==> src/rtl/mux_serializer.sv <==
// rtl/mux_serializer.sv - WIDTH:1 mux parallel-to-serial converter with valid/ready on both sides
//
// Ports:
//   clk         rising-edge clock
//   rst         synchronous active-high reset
//   load_valid  parallel word offered
//   load_ready  serializer can accept a word (IDLE)
//   data_in     parallel word, captured on load handshake
//   msb_first   bit order, captured on load handshake (1 = MSB first)
//   ser_out     current serial bit (0 when ser_valid=0)
//   ser_valid   ser_out holds a valid bit
//   ser_ready   downstream accepts the bit this cycle
//   ser_last    current bit is the final bit of the word
//   busy        word in flight (same as ser_valid)

module mux_serializer #(
  parameter int WIDTH = 8
) (
  input  logic             clk,
  input  logic             rst,
  input  logic             load_valid,
  output logic             load_ready,
  input  logic [WIDTH-1:0] data_in,
  input  logic             msb_first,
  output logic             ser_out,
  output logic             ser_valid,
  input  logic             ser_ready,
  output logic             ser_last,
  output logic             busy
);

  localparam int CW = (WIDTH > 1) ? $clog2(WIDTH) : 1;
  localparam logic [CW-1:0] TOP = CW'(WIDTH - 1);

  typedef enum logic {
    IDLE  = 1'b0,
    SHIFT = 1'b1
  } state_t;

  state_t          state;
  state_t          state_next;
  logic [WIDTH-1:0] shadow;
  logic            order;
  logic [CW-1:0]   idx;
  logic [CW-1:0]   beat;
  logic            load_hs;
  logic            ser_hs;

  // Outputs depend only on registered state; data_in never reaches ser_out
  // combinationally.
  always_comb begin
    state_next = state;
    load_ready = 1'b0;
    ser_valid  = 1'b0;
    ser_out    = 1'b0;
    ser_last   = 1'b0;
    load_hs    = 1'b0;
    ser_hs     = 1'b0;
    case (state)
      IDLE: begin
        load_ready = 1'b1;
        if (load_valid) begin
          load_hs    = 1'b1;
          state_next = SHIFT;
        end
      end
      SHIFT: begin
        ser_valid = 1'b1;
        ser_out   = shadow[idx];
        ser_last  = (beat == TOP);
        if (ser_ready) begin
          ser_hs = 1'b1;
          if (ser_last) begin
            state_next = IDLE;
          end
        end
      end
      default: state_next = IDLE;
    endcase
    busy = ser_valid;
  end

  always_ff @(posedge clk) begin
    if (rst) begin
      state  <= IDLE;
      shadow <= '0;
      order  <= 1'b0;
      idx    <= '0;
      beat   <= '0;
    end else begin
      state <= state_next;
      if (load_hs) begin
        shadow <= data_in;
        order  <= msb_first;
        idx    <= msb_first ? TOP : '0;
        beat   <= '0;
      end else if (ser_hs && !ser_last) begin
        // Counters freeze on the final beat so idx never leaves 0..WIDTH-1.
        beat <= beat + CW'(1);
        idx  <= order ? (idx - CW'(1)) : (idx + CW'(1));
      end
    end
  end

endmodule

==> config.mk <==
export PLATFORM = sky130hd
export DESIGN_NAME = mux_serializer
export DESIGN_NICKNAME = d
export VERILOG_FILES = /design/src/rtl/mux_serializer.sv
export SDC_FILE = /design/constraint.sdc
export NUM_CORES = 1
export LEC_CHECK = 0
export BUFFER_PORTS_ARGS = -buffer_cell sky130_fd_sc_hd__buf_2
export CAP_MARGIN = 10
export CELL_PAD_IN_SITES_DETAIL_PLACEMENT = 1
export CELL_PAD_IN_SITES_GLOBAL_PLACEMENT = 1
export CORE_UTILIZATION = 40
export CTS_CLUSTER_SIZE = 12
export DETAILED_ROUTE_END_ITERATION = 6
export PLACE_DENSITY = 0.8
export SKIP_LAST_GASP = 1
export SYNTH_ARGS = -nofsm -noshare
export SYNTH_HDL_FRONTEND = slang
export SYNTH_SLANG_ARGS = --single-unit
==> constraint.sdc <==
create_clock -name clk -period 2.3 [get_ports clk]
set_input_delay 0 -clock clk [delete_from_list [all_inputs] [get_ports clk]]
set_output_delay 0 -clock clk [all_outputs]
set_load 0.05 [all_outputs]
# Word-level counts from Yosys, hierarchy flattened
# Index checks and enable logic that the tools add are counted.
[word_totals]
out_inout_bits = 5
in_bits = 13
regBits = 16
wordCells = 32
[classes]
n_addsub = 3
eq_ne = 1
order_cmp = 1
reduce_logical = 4
n_mux = 17
n_bitwise = 1
[ops]
columns = ["cell", "count"]
rows = [
  ["$mux W3", 4],
  ["$mux W1", 11],
  ["$add A3 B1 Y3 const B", 2],
  ["$lt A3 B4 Y1 const B", 1],
  ["$bmux W1 S3", 1],
  ["$eq A3 B3 Y1 const B", 1],
  ["$sub A3 B1 Y3 const B", 1],
  ["$pmux W1 S2", 1],
  ["$reduce_bool A2 Y1", 1],
  ["$reduce_or A2 Y1", 1],
  ["$logic_and A1 B1 Y1", 1],
  ["$logic_not A1 Y1", 1],
  ["$not A1 Y1", 1],
]

# Depth between registers and ports, before layout
[depth]
depth_word = 6
mapped_depth = 5
depth_no_buf = 5

# Worst setup path before layout
# Ideal clock, no wire load.
[synth_path]
path_type = "register to output"
from = "reg state"
to = "out ser_out"
required_ps = 2300
stages_incl_launch_ff = 4
path_slack_ps = 453
t_arrival_ps = 1847
n_path_buf = 0
cell_sequence = "dfxtp_1 inv_1 a21oi_1 o311a_1"
[synth_between]
elab_chain_len = 1
[synth_lines]
columns = ["element", "line", "source"]
rows = [
  ["start, declared", "40", "state_t state;"],
  ["start signal, assigned", "91", "state <= state_next;"],
  ["$mux W1", "59", "case (state)"],
  ["end, declared", "25", "output logic ser_out,"],
]
# Every way passes these cells.

# Worst setup path after layout
[layout_path]
from = "reg idx[0]"
to = "out ser_out"
[layout_between]
elab_chain_len = 3
[layout_lines]
columns = ["element", "line", "source"]
rows = [
  ["start, declared", "44", "logic [CW-1:0] idx;"],
  ["start signal, assigned", "95", "idx <= msb_first ? TOP : '0;"],
  ["start signal, assigned", "100", "idx <= order ? (idx - CW'(1)) : (idx + CW'(1));"],
  ["$bmux W1 S3", "69", "ser_out = shadow[idx];"],
  ["$mux W1 (implied by the code)", "69", ""],
  ["$mux W1", "59", ""],
]
# Every way passes these cells. The select of a mux whose other input is x is not followed.

==> reports/metrics.cfg <==
[floorplan]
core_um2=1745
start_util_pct=42.72
die_area_um2=2041
fp.dieW_um=45.18
die_h_um=45.18
io_pins=18
rows=15

[timing]
hold_ws_ns=0.02875
period_needed_ns=1.637
drv_slew=0
skew_ns=0.001071
fmax_ghz=0.6110
tns_ns=0
worstMarginPinSlew_ns=0.4982
setup_viol=0
slew_headroom_pct=66.79
hold_violations=0
fin_crit_sh_pct=71.16
rsz0062_at_grt=false

[synth]
syn-instance-count=83
synth_area_um2=745.7
synth_seq_cells=16
synth_seq_area_share_pct=42.95
syn_area_per_cell_um2=8.985
ys_warn_count=0
synth.distinct_cells=26
synth_nets=99

[cells_and_area]
diodes=0
layout.nets=127
stdcell_count=134
fillCellCount=217
syn2layout_area_growth_pct=29.19
utilization_pct=55.20
drive_gt1_share_pct=22.02

[critical_path]
crit_buf_inv=1
cp_max_fo=3
end_kind=output pin
start_kind=flip-flop
critPathTopFamily=multiplexers
cp-startpoint=idx[0]
rr_startpoint=idx[1]
required_ns=2.30
slowest_stage=mux4_2
cp.arrival_ns=1.64
crit_chain=mux4_2 > nand2b_1 > o311a_1 > buf_2
crit_type=reg2out
crit_path_max_incr_delay_ns=0.50

[global_routing]
antenna_found_initial=0
grt_max_degree=14
grt.total_usage_pct=19.35
overflow=0
grt_pass1_wl_mm=2.842
grt_pass1_vias=670

[run]
max-cap-violations=0

[clock_network]
cts_buffers=3
worstSkewPairLatency_ns=0.28
cts_root_buffer=clkbuf_4
cts-hold-fix-buffers=9
cts_tree=built
postCtsSetupBuffers=0
clock_path_buffers=2
clk_pin_slew_ns=0.09
cts_sinks=16
htreeDepth=1
cts_resized=0

[placed_design]
dpl.hpwl_mm=1.183
place_inst=121
gp_congestion=0.7280
io_buffers=17

[route]
ant_nets=0
dr_wl_met2_um=865
drt_pass1_iterations=4
met3_length_um=36
wl_mm=1.681
wl_met1_um=772
via_per_inst=4.881
drc_errors=0
wl_per_cell_um=12.54
top_layer_used=met4
drt_iter0_markers=7
vias=654

[min_path]
worstHoldStart=load_valid
hp-class=in2reg

[power_and_ir_drop]
ir_drop_mv=0.3331
p_leak_nw=0.4259
power_density_nw_per_um2=584.5

[run_status]
status=finished, final reports clean

[kinds of logic after synthesis]
family	Yosys count	share of synthesized area, %
and+or+nand+nor	30	19.46
xor gates and xnor gates	3	3.524
buffers and inverters	8	4.865
muxes	6	10.07
AOI/OAI and AO/OA	17	13.09
DFF	16	42.95
adders and majority gates	3	6.040
[placed cells by master (no fill, tap or decap)]
cell type,instances
o21ai_0,1
a31oi_1,1
nand3b_4,1
mux2_2,2
xor2_1,2
dlygate4sd3_1,10
nand2b_1,3
nor2_1,5
and2_1,1
nand2_1,18
buf_2,17
and2b_1,1
dfxtp_1,16
ha_1,2
or3_1,1
o22ai_1,1
mux4_2,1
fa_1,1
clkbuf_4,3
o311a_1,1
a211oi_1,1
xnor2_1,1
mux2i_1,3
a21oi_1,11
o21bai_1,1
inv_1,4
[power breakdown]
| group | internal [mW] | leakage, nW | switching (mW) |
|---|---|---|---|
| Combinational | 0.0502 | 0.281 | 0.0623 |
| Clock | 0.0607 | 0.0138 | 0.0826 |
| Sequential | 0.293 | 0.131 | 0.0145 |
| Total | 0.404 | 0.426 | 0.159 |
[stage by stage]
stage          setup slack, ns  power (mW)  area (um^2)
2_1_floorplan           0.4528      0.3849        745.7
3_3_place_gp            0.7846      0.4091        840.8
3_5_place_dp            0.7077      0.4138        840.8
4_1_cts                 0.6497      0.5674        953.4
5_1_grt                 0.5432      0.5962        963.4
6_report                0.6634      0.5632        963.4
[final cells by class]
cell class                 instances  area [um^2]  share of cell area, %
clock buffer                       3        22.52                  2.338
multi-input combinational         59        389.1                  40.39
sequential                        16        320.3                  33.25
timing repair buffer              27        185.2                  19.22
tap                               25        31.28                  3.247
inverter                           4        15.01                  1.558
[final timing paths]
path	to	slack [ns]	cells past startpoint
max	ser_out	0.66	4
min	state	0.03	3
max reg2reg	idx[2]	0.69	5
min reg2reg	shadow[0]	0.46	2
[synth_stat cells (all sizes together)]
cell type,instances,area [um^2]
o22ai,1,6.260
o21ai,1,5.000
dfxtp,16,320.3
ha,2,25.02
xnor2,1,8.760
a211oi,1,7.510
o21bai,1,7.510
and2b,1,7.510
mux2i,3,30.03
fa,1,20.02
o311a,1,10.01
xor2,2,17.52
clkbuf,1,3.750
a31oi,1,6.260
mux4,1,22.52
nand3b,1,20.02
mux2,2,22.52
buf,3,17.52
nor2,5,18.77
or3,1,6.260
and2,1,6.260
a21oi,11,55.05
inv,4,15.01
nand2b,3,18.77
nand2,18,67.56
[worst register-to-register path, stage by stage, from the launching register on]
cell and delay [ns]:
dfxtp_1 0.43, inv_1 0.10, fa_1 0.38, xor2_1 0.16, or3_1 0.32, a31oi_1 0.16
[registers in the layout (all words and copies together), names as in the netlist]
name,cells
beat,3
state,1
shadow,8
idx,3
order,1
[routing by layer]
metal / up-vias / global-route usage (%)
met1: 313 / 23.27
met5: - / 0
met2: 9 / 33.33
met3: 2 / 3.600
met4: 0 / 8.485
li1: 330 / -
Note: power is estimated with default switching activity, not from simulation.
